--- src/rtl/bullet_controller.sv ---
// Horizontal bullet sprite controller: launch on fire, move per frame_tick,
// flash on hit, then cool down before the next launch is accepted.
module bullet_controller #(
    parameter int unsigned SPEED       = 4,
    parameter int unsigned X_MIN       = 8,
    parameter int unsigned X_MAX       = 631,
    parameter int unsigned HIT_FRAMES  = 8,
    parameter int unsigned COOL_FRAMES = 4
) (
    input  logic       clk,
    input  logic       rst,
    input  logic       frame_tick,
    input  logic       fire,
    input  logic [9:0] gun_x,
    input  logic [8:0] gun_y,
    input  logic       dir,
    input  logic       hit,
    output logic [9:0] bullet_x,
    output logic [8:0] bullet_y,
    output logic       active,
    output logic       flash,
    output logic       fire_ack,
    output logic       expired
);

    localparam int unsigned MAXF  = (HIT_FRAMES > COOL_FRAMES) ? HIT_FRAMES : COOL_FRAMES;
    localparam int unsigned CNT_W = (MAXF > 1) ? $clog2(MAXF + 1) : 1;
    localparam logic [CNT_W-1:0] HIT_LAST  = CNT_W'((HIT_FRAMES > 0) ? HIT_FRAMES - 1 : 0);
    localparam logic [CNT_W-1:0] COOL_LAST = CNT_W'((COOL_FRAMES > 0) ? COOL_FRAMES - 1 : 0);
    localparam logic [10:0] XMIN11 = 11'(X_MIN);
    localparam logic [10:0] XMAX11 = 11'(X_MAX);
    localparam logic [10:0] LEFT_LIM11 = 11'(X_MIN + SPEED);
    localparam logic [10:0] SPEED11 = 11'(SPEED);

    typedef enum logic [1:0] {
        IDLE,
        FLY,
        HIT,
        COOL
    } state_t;

    state_t           state_q;
    logic [9:0]       bullet_x_q;
    logic [8:0]       bullet_y_q;
    logic             dir_q;
    logic             active_q;
    logic             flash_q;
    logic             fire_ack_q;
    logic             expired_q;
    logic [CNT_W-1:0] frame_cnt_q;

    logic [10:0] x11_d;
    logic [10:0] sum11_d;
    logic [9:0]  step_x_d;
    logic        edge_d;

    // Out-of-range launches expire on the first tick whatever the direction.
    always_comb begin
        x11_d    = {1'b0, bullet_x_q};
        sum11_d  = x11_d + SPEED11;
        step_x_d = dir_q ? (bullet_x_q - 10'(SPEED)) : (bullet_x_q + 10'(SPEED));
        edge_d   = (x11_d < XMIN11) || (x11_d > XMAX11) ||
                   (dir_q ? (x11_d < LEFT_LIM11) : (sum11_d > XMAX11));
    end

    always_ff @(posedge clk) begin
        if (rst) begin
            state_q     <= IDLE;
            bullet_x_q  <= '0;
            bullet_y_q  <= '0;
            dir_q       <= 1'b0;
            active_q    <= 1'b0;
            flash_q     <= 1'b0;
            fire_ack_q  <= 1'b0;
            expired_q   <= 1'b0;
            frame_cnt_q <= '0;
        end else begin
            fire_ack_q <= 1'b0;
            expired_q  <= 1'b0;
            case (state_q)
                IDLE: begin
                    if (fire) begin
                        bullet_x_q <= gun_x;
                        bullet_y_q <= gun_y;
                        dir_q      <= dir;
                        fire_ack_q <= 1'b1;
                        active_q   <= 1'b1;
                        state_q    <= FLY;
                    end
                end
                FLY: begin
                    if (hit) begin
                        flash_q     <= 1'b1;
                        frame_cnt_q <= '0;
                        state_q     <= HIT;
                    end else if (frame_tick) begin
                        if (edge_d) begin
                            active_q    <= 1'b0;
                            expired_q   <= 1'b1;
                            frame_cnt_q <= '0;
                            state_q     <= COOL;
                        end else begin
                            bullet_x_q <= step_x_d;
                        end
                    end
                end
                HIT: begin
                    if (frame_tick) begin
                        if (frame_cnt_q == HIT_LAST) begin
                            flash_q     <= 1'b0;
                            active_q    <= 1'b0;
                            expired_q   <= 1'b1;
                            frame_cnt_q <= '0;
                            state_q     <= COOL;
                        end else begin
                            frame_cnt_q <= frame_cnt_q + 1'b1;
                        end
                    end
                end
                COOL: begin
                    if (frame_tick) begin
                        if (frame_cnt_q == COOL_LAST) begin
                            frame_cnt_q <= '0;
                            state_q     <= IDLE;
                        end else begin
                            frame_cnt_q <= frame_cnt_q + 1'b1;
                        end
                    end
                end
                default: state_q <= IDLE;
            endcase
        end
    end

    assign bullet_x = bullet_x_q;
    assign bullet_y = bullet_y_q;
    assign active   = active_q;
    assign flash    = flash_q;
    assign fire_ack = fire_ack_q;
    assign expired  = expired_q;

endmodule
--- config.mk ---
export PLATFORM = sky130hd
export DESIGN_NAME = bullet_controller
export DESIGN_NICKNAME = d
export VERILOG_FILES = /design/src/rtl/bullet_controller.sv
export SDC_FILE = /design/constraint.sdc
export NUM_CORES = 1
export LEC_CHECK = 0
export ABC_AREA = 1
export ABC_CLOCK_PERIOD_IN_PS = 6100
export CAP_MARGIN = 20
export CORE_MARGIN = 2
export CORE_UTILIZATION = 54
export CTS_CLUSTER_DIAMETER = 30
export DETAILED_ROUTE_END_ITERATION = 12
export PLACE_DENSITY = 0.92
export SETUP_SLACK_MARGIN = 0.02
export SLEW_MARGIN = 20
export SYNTH_ARGS = -nofsm -noshare
export SYNTH_HDL_FRONTEND = slang
export SYNTH_SLANG_ARGS = --single-unit
--- constraint.sdc ---
create_clock -name clk -period 6.1 [get_ports clk]
set_clock_uncertainty 0.1 [all_clocks]
set_input_delay 0.915 -clock clk [delete_from_list [all_inputs] [get_ports clk]]
set_output_delay 0.915 -clock clk [all_outputs]
set_load 0.005 [all_outputs]
# After elaboration in Yosys (flattened, before gate mapping)

Cells that the tools add are included.

$add $sub $neg: 4
Multipliers: 0
Div/mod/pow operators: 0
Magnitude comparators: 4
Eq/ne operators: 17
Shifts and indexed selects: 0
Muxes and demuxes: 40
Bitwise logic cells: 1
Reduce and logical (&&, ||, !) cells: 14

Operators by type and width:

| operator                | number |
|---|---|
| $mux W10                | 5 |
| $mux W4                 | 7 |
| $lt A10 B4 Y1 const B   | 2 |
| $ne A2 B2 Y1 const B    | 10 |
| $pmux W10 S2            | 1 |
| $mux W2                 | 8 |
| $mux W1                 | 14 |
| $reduce_and A7 Y1       | 2 |
| $pmux W4 S3             | 1 |
| $add A10 B3 Y11 const B | 1 |
| $gt A11 B10 Y1 const B  | 1 |
| $add A10 B3 Y10 const B | 1 |
| $gt A10 B10 Y1 const B  | 1 |
| $reduce_and A5 Y1       | 2 |
| $sub A10 B3 Y10 const B | 1 |
| $pmux W2 S4             | 1 |
| $ne A3 B3 Y1 const B    | 2 |
| $reduce_bool A3 Y1      | 2 |
| $add A4 B1 Y4 const B   | 1 |
| $eq A2 B2 Y1 const B    | 2 |
| $eq A4 B2 Y1 const B    | 1 |
| $eq A4 B3 Y1 const B    | 1 |
| $pmux W1 S2             | 2 |
| $reduce_and A4 Y1       | 1 |
| other kinds (8)         | 10 |

Bits in registers: 30
Bits in latches: 0
Memory bits (writable): 0
ROM bits: 0
Input port bits: 25
Output and inout port bits: 23
Logic and storage cells: 89
Memories kept: 0

# Logic depth before layout (Yosys ltp)

Gate-level depths: netlist (run 1).

Depth in word-level cells: 8
Depth in mapped cells: 15
Mapped depth without buffers: 14

# Worst setup path before layout (run 1)

OpenSTA, ideal clock, no wires.

Path type: register to register
From: register bullet_x_q[2], in the netlist bullet_x[2]
To: register bullet_x_q[7], in the netlist bullet_x[7]
Setup time: 0.115 ns
Arrival time: 1.744 ns
Data required time: 5.885 ns
Slack: 4.141 ns
Cell stages (with the launch flop): 16
Buffers on the path: 2
Clock period less this slack: 1.959 ns
Path through: dfxtp_1 > clkbuf_2 > inv_1 > ha_1 > o21bai_1 > nand2_1 > nor2_1 > nand2_1 > nand2_1 > nand2_2 > nand3_2 > nand2_2 > buf_6 > nand3b_1 > nand2_1 > nor2_1

Longest elaborated chain between the ends: 6
Elaborated cells between the ends (all ways): 17
Those cells by class: add/sub (3); order compare (4); eq/ne (1); mux (6); reduce/logical (3)

Ends and longest elaborated chain:

| what                                                               | line   | text |
|---|---|---|
| start: declaration                                                 | 43     | `logic [9:0] bullet_x_q;` |
| start signal: assignment                                           | 83     | `bullet_x_q <= gun_x;` |
| start signal: assignment                                           | 103    | `bullet_x_q <= step_x_d;` |
| $add A10 B3 Y11 (tied with other cells)                            | 60     | `sum11_d = x11_d + SPEED11;` |
| $gt A11 B10 Y1 / $mux W10 (equally long branches)                  | 63, 61 |  |
| $mux W1 / $mux W10 (equally long branches)                         | 63, 97 |  |
| $logic_or A1 B1 Y1 / $mux W10 (equally long branches)              | 62, 96 |  |
| $ne A2 B2 Y1 (no line) / $mux W10 (equally long branches)          | n/a    |  |
| $reduce_and A5 Y1 (no line) / $pmux W10 S2 (equally long branches) | n/a    |  |

Several ways; a longest one is shown, not always the timed one. The select of a mux whose other input is x is not followed.
A chain may end at the register's enable or synchronous reset.

# Worst setup path after layout (run 1)

From: input frame_tick
To: register active_q, in the netlist active

Longest elaborated chain between the ends: 2
Elaborated cells between the ends (all ways): 3
Those cells by class: eq/ne (2); reduce/logical (1)

Ends and longest elaborated chain:

| what                          | line | text |
|---|---|---|
| start: declaration            | 12   | `input logic frame_tick,` |
| $ne A2 B2 Y1 (no line)        | n/a  |  |
| $reduce_and A7 Y1 (no line) * | n/a  |  |
| end signal: assignment        | 72   | `active_q <= 1'b0;` |
| end signal: assignment        | 87   | `active_q <= 1'b1;` |
| end signal: assignment        | 98   | `active_q <= 1'b0;` |
| end: declaration              | 46   | `logic active_q;` |

Mark *: on every way between the ends. The rest lies on a longest branch, timed or not.

==> impl_metrics.py, run 1 <==
metrics = {
    "pwr": {
        "power_switching_mw": 0.665,
        "peakVddDrop_mv": 0.374,
        "pwr-share-seq_pct": 27.5,
        "p_comb_share_pct": 60.1,
        "power_leakage_nw": 1.25,
        "p_int_mw": 0.709,
        "pwr-share-clk_pct": 12.4,
        "switching_share_pct": 48.4,
        "power.density_nw_per_um2": 519,
    },
    "route": {
        "drt-total-wl_um": 5280,
        "drc": 0,
        "drt-pass1-iter-count": 4,
        "drtAntennaViolNets": 0,
        "wl_per_cell_um": 12.6,
        "vias": 2233,
        "drt_iter0_drc": 156,
        "via_per_inst": 5.34,
    },
    "synth": {
        "synth_cell_types": 26,
        "synth-seq-area-share_pct": 29.0,
        "syn-cell-area_um2": 2070,
        "ys_warn_count": 0,
        "synth_nets": 365,
        "avgSynthCellArea_um2": 6.37,
        "ys_seq_elements": 30,
        "synthCells": 325,
    },
    "clock_tree": {
        "cts_resized": 0,
        "clock_latency_ns": 0.29,
        "postCtsHoldBufs": 0,
        "clkSinkCount": 30,
        "cts-buffers-inserted": 5,
        "cts_tree": "yes",
        "post_cts_buffers": 0,
        "cts-root-buf": "clkbuf_8",
        "cts_max_path_buffers": 2,
        "cts_max_level": 2,
        "cts.clk_slew.worst_paths_ns": 0.07,
    },
    "sta": {
        "period_share_pct": 42.0,
        "finalSetupViolCount": 0,
        "postLayoutSetupSlackWorst_ns": 3.54,
        "slew_headroom_pct": 50.1,
        "rsz0062_at_grt": "no",
        "hold_viol": 0,
        "period_needed_ns": 2.56,
        "timing.setup.tns_ns": 0,
        "tightestPinTransition_ns": 0.747,
        "fmax_mhz": 391,
        "drv_slew": 0,
    },
    "floorplan": {
        "num_rows": 22,
        "ios": 48,
        "design.die.area_um2": 4350,
        "die_w_um": 65.9,
        "coreArea_um2": 3660,
        "start_util_pct": 56.6,
        "die_y_um": 65.9,
    },
    "worst_setup_path": {
        "endpoint_kind": "register",
        "start_kind": "input pin",
        "crit_type": "input pin to register",
        "crit_start": "frame_tick",
        "crit_fanout": 12,
        "crit-reg2reg-launch": "state_q[1]$_SDFFE_PP0P_",
        "arrival_ns": 2.65,
        "required_ns": 6.19,
    },
    "placement": {
        "dp_slack_ns": 3.28,
        "portBuffers": 47,
        "hpwlAfterDp_um": 3860,
        "place.gp.congestion": 0.883,
    },
    "run": {
        "drv_cap": 0,
    },
    "global_route": {
        "grt_pass1_vias": 2056,
        "antenna_found_initial": 0,
        "grt_max_degree": 26,
        "met2_usage_pct": 43.9,
        "grtUsageTotal_pct": 26.2,
        "grt.overflow.total": 0,
        "grt-busiest-layer": "met2",
        "grt_pass1_wl_um": 8760,
        "grt_use_met3_pct": 8.01,
        "met1_usage_pct": 31.5,
    },
    "hold_path": {
        "hp-start": "bullet_y[6]$_SDFFE_PP0P_",
        "hp-class": "register to register",
    },
    "cells_and_area": {
        "final_nets": 409,
        "layout_commonest_cell": "nand2_1",
        "drive_gt1_share_pct": 4.59,
        "layout_common_cells": "nand2_1, nor2_1, clkdlybuf4s50_1",
        "regArea_um2": 601,
        "nFillCells": 301,
        "antenna_cells": 0,
        "syn_to_final_growth_pct": 27.7,
        "multi_input_area_um2": 1290,
    },
    "outcome": {
        "status": "finished, final reports clean",
    },
}
final timing paths:
kind,end,slack (ns),cells past startpoint
hold / removal,bullet_y[6]$_SDFFE_PP0P_,0.38,2
setup reg to reg,active$_SDFFE_PP0P_,3.54,10
setup / recovery,active$_SDFFE_PP0P_,3.54,8
hold reg to reg,bullet_y[6]$_SDFFE_PP0P_,0.38,2
per-layer routing:
layer | share of wire, % | vias to the layer above
met3 | 6.6 | 14
li1 | - | 1139
met2 | 48 | 77
met1 | 43 | 1003
met4 | 1.7 | 0
met5 | 0 | -
Yosys cell counts, drive strengths merged:
library cell  number  share of area [%]
nand2             76                 14
nor2              65                 12
inv               34                6.2
dfxtp             30                 29
o21ai             25                6.0
nand3             24                6.0
a21oi             19                4.6
ha                14                8.5
nand4              6                2.1
buf                5                1.5
clkbuf             5               0.97
nand3b             5                1.8
a31oi              4                1.2
xor2               4                1.7
mux2i              2               0.97
nor3               2               0.48
xnor2              2               0.85
a21o               1               0.36
fa                 1               0.97
o21bai             1               0.36
area by class of cell:
cell class / instances / share of cell area (%)
clock buffer: 6 / 3.12
sequential: 30 / 22.7
clock inverter: 2 / 0.473
inverter: 34 / 4.82
tap: 48 / 2.27
multi-input combinational: 251 / 48.8
timing repair buffer: 47 / 17.8
sequential cells by signal, summed over array words and instances, names as in the netlist:
name / cells
fire_ack: 1
flash: 1
active: 1
bullet_y: 9
dir_q: 1
expired: 1
frame_cnt_q: 4
bullet_x: 10
state_q: 2
critical path, stage by stage:
cell and delay [ns]:
clkdlybuf4s50_1 0.58, a21oi_1 0.10, nor2_1 0.57, nand2_1 0.11
nor2_1 0.17, nand3_1 0.10, nand2_1 0.06, nor2_1 0.05
stage by stage:
stage | instance area (um2) | util (%) | instances | hold slack, ns | total power [mW]
after floorplan | 2070 | - | 325 | 0.349 | 0.962
after global placement | 2550 | 69.7 | 410 | 0.353 | 1.16
after detailed placement | 2550 | 69.7 | 410 | 0.357 | 1.19
after CTS | 2650 | 72.2 | 418 | 0.380 | 1.37
after global routing | 2650 | 72.2 | 418 | 0.401 | 1.51
final | 2650 | 72.2 | 418 | 0.383 | 1.37
power by group through the flow:
stage                     clock network [mW]  logic (mW)  registers (mW)
after detailed placement                   0       0.816           0.377
after global placement                     0       0.783           0.375
after floorplan                            0       0.616           0.346
final                                  0.170       0.825           0.378
after global routing                   0.181       0.944           0.384
after CTS                              0.174       0.824           0.373
kinds of logic (layout without fill, tap and decap cells):
kind of cell,Yosys count,in the layout,share of synthesized area [%]
buffers and inverters,44,89,8.64
adder cells (fa/ha/maj),15,15,9.43
multiplexers,2,2,0.967
AO/OA/AOI/OAI,50,50,12.6
XOR/XNOR,6,6,2.54
AND/OR/NAND/NOR,178,178,36.9
flip-flops,30,30,29.0
Power figures use the tool's default switching activity.
==> run 2, diff against run 1 <==
- ABC_CLOCK_PERIOD_IN_PS: 6100 -> 2070
- CORE_UTILIZATION: 54 -> 45
- PLACE_DENSITY: 0.92 -> 0.83
- clock period: 6.1 -> 2.07 ns (I/O delays scaled with it)
==> run 2 against run 1 <==
Utilization fell by 7.2 points. Worst hold slack got worse by 0.010 ns. Sequential share of layout area fell by 1.3 points. Setup slack got worse by 3.4 ns. Clock power rose to 3.0 times the previous value. Total power rose to 3.3 times the previous value. Wire length rose by 8.7%. Critical path depth rose by 2. Critical path type is now register to register.
==> impl_metrics.py, run 2 (same netlist as run 1, synthesis figures left out) <==
metrics = {
    "floorplan": {
        "design.die.area_um2": 5160,
        "coreArea_um2": 4380,
        "die_y_um": 71.8,
        "num_rows": 24,
        "die_w_um": 71.8,
        "ios": 48,
        "start_util_pct": 47.2,
    },
    "route": {
        "wl_per_cell_um": 13.1,
        "dr.max_layer_used": "met4",
        "wl_met1_um": 2550,
        "drt_iter0_drc": 177,
        "via_per_inst": 5.24,
        "drc": 0,
        "drt-pass1-iter-count": 4,
        "wl_met2_um": 2780,
        "dr_wl_met3_um": 275,
        "vias": 2288,
        "drt-total-wl_um": 5740,
        "drtAntennaViolNets": 0,
    },
    "global_route": {
        "grt.overflow.total": 0,
        "antenna_found_initial": 0,
        "grt_pass1_vias": 2109,
        "grt_pass1_wl_um": 9290,
        "grt_max_degree": 20,
        "grtUsageTotal_pct": 22.9,
    },
    "outcome": {
        "status": "finished, final reports clean",
    },
    "cells_and_area": {
        "nFillCells": 363,
        "largest_reg_flops": 10,
        "final_nets": 424,
        "post-route-util_pct": 65.1,
        "drive_gt1_share_pct": 13.0,
        "layout_commonest_cell": "nand2_1",
        "layout_common_cells": "nand2_1, nor2_1, clkdlybuf4s50_1",
        "syn_to_final_growth_pct": 37.8,
        "antenna_cells": 0,
    },
    "hold_path": {
        "hp-class": "register to register",
    },
    "sta": {
        "whs_ns": 0.372,
        "drv_slew": 0,
        "hold_viol": 0,
        "postLayoutSetupSlackWorst_ns": 0.0933,
        "slew_headroom_pct": 76.8,
        "finalSetupViolCount": 0,
        "fmax_mhz": 506,
        "period_needed_ns": 1.98,
        "tightestPinTransition_ns": 0.348,
        "period_share_pct": 95.5,
    },
    "clock_tree": {
        "postCtsHoldBufs": 0,
        "cts-root-buf": "clkbuf_8",
        "cts-buffers-inserted": 5,
        "clkSinkCount": 30,
        "clock_latency_ns": 0.29,
        "cts_max_level": 2,
        "cts.clk_slew.worst_paths_ns": 0.08,
        "cts_max_path_buffers": 2,
        "cts_tree": "yes",
    },
    "worst_setup_path": {
        "critical-path-top-delay-family": "simple AND/OR/NAND/NOR gates",
        "arrival_ns": 2.10,
        "start_kind": "register",
        "slowest_stage": "dfxtp_4",
        "cp_common_cell": "nor2_1",
        "crit_type": "register to register",
        "endpoint_kind": "register",
        "path_cells": "ha_2 -> nor2_1 -> nor2_1 -> nor2_1 -> a21oi_2 -> nand4_4 -> buf_4 -> nand3_1 -> nand2_1 -> nor2_1",
        "crit_fanout": 8,
        "path_buf_inv": 1,
        "cp_slowest_stage_delay_ns": 0.38,
        "required_ns": 2.19,
    },
    "run": {
        "drv_cap": 0,
    },
    "pwr": {
        "power.density_nw_per_um2": 1580,
        "p_total_mw": 4.52,
        "power_leakage_nw": 1.33,
        "peakVddDrop_mv": 0.815,
    },
    "placement": {
        "hpwlAfterDp_um": 4150,
        "place.gp.congestion": 0.915,
        "portBuffers": 47,
        "dp_slack_ns": 0.0619,
    },
}
## run 2: changes by cell type in the layout (fill, tap and decap cells not counted), sizes merged
cell   previous run  this run
buf               0        14
nand2            76        77
## run 2: stage by stage
step	instance area [um2]	setup TNS (ns)	instances
after floorplan	2070	0	325
after global placement	2650	0	426
after detailed placement	2650	0	426
after CTS	2740	0	434
after global routing	2850	-0.0123	437
final	2850	0	437
## run 2: worst paths after layout
kind | startpoint | end | slack [ns] | cells past startpoint
worst max-delay path | bullet_x[2]$_SDFFE_PP0P_ | frame_cnt_q[1]$_SDFFE_PP0P_ | 0.09 | 10
worst min-delay path | flash$_SDFFE_PP0P_ | flash$_SDFFE_PP0P_ | 0.37 | 2
worst max register to register | bullet_x[2]$_SDFFE_PP0P_ | frame_cnt_q[1]$_SDFFE_PP0P_ | 0.09 | 10
worst min register to register | flash$_SDFFE_PP0P_ | flash$_SDFFE_PP0P_ | 0.37 | 2
## run 2: per-layer routing
metal	vias up	GRT usage, %
li1	1170	-
met1	1037	29.1
met2	68	38.0
met3	13	4.08
met4	0	10.1
met5	-	0
## run 2: cell type report
class | instances | area [um2] | share of cell area (%)
repair buffers | 61 | 579 | 20.3
flip-flops and latches | 30 | 611 | 21.4
multi-input cells | 252 | 1380 | 48.2
clock buffers | 6 | 82.6 | 2.89
clock inverters | 2 | 12.5 | 0.438
inverters | 34 | 128 | 4.47
well taps | 52 | 65.1 | 2.28
## run 2: power breakdown
| group | switching, mW | internal (mW) | total [mW] |
|---|---|---|---|
| registers | 0.278 | 0.815 | 1.09 |
| logic | 1.65 | 1.28 | 2.93 |
| clock network | 0.237 | 0.267 | 0.504 |
| total | 2.17 | 2.36 | 4.52 |
## run 2: repair_timing
action,in CTS,in global routing
setup buffers,0,2
resized for setup,1,26
setup endpoints to repair,2,14
hold endpoints to repair,0,0
gates cloned,0,1
pin swaps,0,6
## run 2: worst reg2reg max path: stages (launching register included)
cell and delay (ns):
dfxtp_4 0.38, ha_2 0.24, nor2_1 0.08, nor2_1 0.13, nor2_1 0.09, a21oi_2 0.28, nand4_4 0.22, buf_4 0.20
nand3_1 0.06, nand2_1 0.05, nor2_1 0.09
==> run 3, diff against run 2 <==
- SETUP_SLACK_MARGIN: 0.02 -> 0.4
==> run 3 against run 2 <==
Cell area is 5.7% higher. Setup slack better by 0.11 ns. Global-route usage is 1.4 points higher. Register-to-register slack better by 0.11 ns.
==> impl_metrics.py, run 3 (same netlist as run 1, synthesis figures left out) <==
metrics = {
    "outcome": {
        "status": "finished, final reports clean",
    },
    "worst_setup_path": {
        "worst_r2r_path_depth": 12,
        "crit_type": "register to register",
        "slowest_stage": "dfxtp_4",
        "regToRegSetupSlack_ns": 0.21,
        "critical-path-top-delay-family": "simple AND/OR/NAND/NOR gates",
        "crit_start": "bullet_x[3]$_SDFFE_PP0P_",
        "cp_slowest_stage_delay_ns": 0.41,
        "crit-reg2reg-launch": "bullet_x[3]$_SDFFE_PP0P_",
        "arrival_ns": 1.94,
        "endpoint_kind": "register",
        "required_ns": 2.15,
        "crit_fanout": 6,
        "rr_endpoint": "bullet_x[2]$_SDFFE_PP0P_",
        "start_kind": "register",
        "path_cells": "inv_6 -> ha_4 -> o21bai_1 -> nand2_1 -> nor2_1 -> nand2_1 -> nand2_2 -> nand2_4 -> nand3_4 -> nand2_2 -> a21oi_2 -> nor2_2",
        "path_buf_inv": 1,
    },
    "sta": {
        "drv_slew": 0,
        "tightestPinTransition_ns": 0.281,
        "postLayoutSetupSlackWorst_ns": 0.208,
        "hold_viol": 0,
        "period_needed_ns": 1.86,
        "finalSetupViolCount": 0,
        "slew_headroom_pct": 81.2,
        "fmax_mhz": 537,
        "rsz0062_at_grt": "yes",
        "period_share_pct": 89.9,
    },
    "cells_and_area": {
        "layout_common_cells": "nand2_1, nor2_1, clkdlybuf4s50_1",
        "layout_commonest_cell": "nand2_1",
        "fin_area_um2": 3020,
        "antenna_cells": 0,
        "drive_gt1_share_pct": 19.7,
        "syn_to_final_growth_pct": 45.6,
        "post-route-util_pct": 68.8,
        "final_nets": 429,
        "largest_reg_flops": 10,
        "layout.cells.non_filler": 442,
        "nFillCells": 372,
    },
    "placement": {
        "dp_slack_ns": -0.0145,
        "portBuffers": 47,
        "placedCellCount": 425,
        "place.gp.congestion": 0.958,
        "placed_area_um2": 2660,
        "hpwlAfterDp_um": 4130,
    },
    "clock_tree": {
        "cts-buffers-inserted": 5,
        "cts_max_path_buffers": 2,
        "cts.clk_slew.worst_paths_ns": 0.07,
        "clock_latency_ns": 0.29,
        "clkSinkCount": 30,
        "cts_max_level": 2,
        "cts-root-buf": "clkbuf_8",
        "cts_tree": "yes",
    },
    "hold_path": {
        "whs_path_depth": 2,
        "hold_path_end": "flash$_SDFFE_PP0P_",
        "hp-class": "register to register",
        "hp-start": "flash$_SDFFE_PP0P_",
    },
    "route": {
        "drt_iter0_drc": 139,
        "via_per_inst": 5.32,
        "wl_per_cell_um": 13.8,
        "vias": 2352,
        "drc": 0,
        "drt-total-wl_um": 6110,
        "drtAntennaViolNets": 0,
        "drt-pass1-iter-count": 4,
    },
    "pwr": {
        "p_total_mw": 4.95,
        "power.density_nw_per_um2": 1640,
        "peakVddDrop_mv": 1.15,
        "power_leakage_nw": 1.37,
    },
    "global_route": {
        "grt_pass1_wl_um": 9950,
        "antenna_found_initial": 0,
        "grt.overflow.total": 0,
        "grt_pass1_vias": 2218,
        "grtUsageTotal_pct": 24.3,
        "grt_max_degree": 20,
    },
    "run": {
        "drv_cap": 0,
    },
    "floorplan": {
        "ios": 48,
        "die_y_um": 71.8,
        "coreArea_um2": 4380,
        "design.die.area_um2": 5160,
        "start_util_pct": 47.2,
        "num_rows": 24,
        "die_w_um": 71.8,
    },
}
[run 3: changes by cell type in the layout (fill, tap and decap cells not counted), sizes merged]
cell	delta
clkdlybuf4s50	-1
dlygate4sd2	+1
buf	+5
[run 3: how the worst max path moves through the flow]
stage                                        endpoint  slack, ns  depth (start not counted)
after detailed placement     bullet_x[3]$_SDFFE_PP0P_      -0.01                         12
after global routing      frame_cnt_q[0]$_SDFFE_PP0P_       0.09                         13
after floorplan              bullet_x[2]$_SDFFE_PP0P_       0.26                         15
after CTS                    bullet_x[3]$_SDFFE_PP0P_       0.26                         12
final                        bullet_x[2]$_SDFFE_PP0P_       0.21                         12
after global placement       bullet_x[4]$_SDFFE_PP0P_       0.06                         11
[run 3: timing repair]
item / 4_1_cts / 5_1_grt
setup endpoints to repair: 21 / 21
pin swaps: 7 / 7
buffers inserted: 7 / 1
hold buffers: 0 / 0
gates resized for setup: 38 / 24
gates cloned: 1 / 0
[run 3: power by group]
part | internal [mW] | total, mW | leakage (nW) | switching [mW]
Combinational | 1.47 | 3.27 | 1.07 | 1.80
Clock | 0.267 | 0.498 | 0.0472 | 0.231
Sequential | 0.850 | 1.18 | 0.253 | 0.329
[run 3: metal layers]
| layer | track usage, % | vias up | part of all wire [%] |
|---|---|---|---|
| met1 | 30.8 | 1073 | 42 |
| met3 | 4.36 | 16 | 4.7 |
| met4 | 9.64 | 0 | 2.0 |
| li1 | - | 1183 | - |
| met2 | 40.7 | 80 | 51 |
| met5 | 0 | - | 0 |
[run 3: metrics by stage]
| stage | hold slack [ns] | TNS, ns |
|---|---|---|
| 3_3_place_gp | 0.354 | 0 |
| 5_1_grt | 0.379 | 0 |
| 2_1_floorplan | 0.280 | 0 |
| 4_1_cts | 0.362 | 0 |
| 3_5_place_dp | 0.352 | -0.0234 |
| 6_report | 0.361 | 0 |
[run 3: layout make-up]
| type | count | area [um2] | share of cell area (%) |
|---|---|---|---|
| timing repair buffer | 66 | 619 | 20.5 |
| clock inverter | 2 | 12.5 | 0.415 |
| tap | 52 | 65.1 | 2.16 |
| clock buffer | 6 | 82.6 | 2.74 |
| inverter | 34 | 138 | 4.56 |
| sequential | 30 | 632 | 21.0 |
| multi-input combinational | 252 | 1470 | 48.6 |
[run 3: tightest hold or removal path: cells and delay by family, from the launching register on]
family / cells / cell delay, ns
AO/OA/AOI/OAI: 1 / 0.05
AND/OR/NAND/NOR: 1 / 0.06
flip-flops: 1 / 0.31
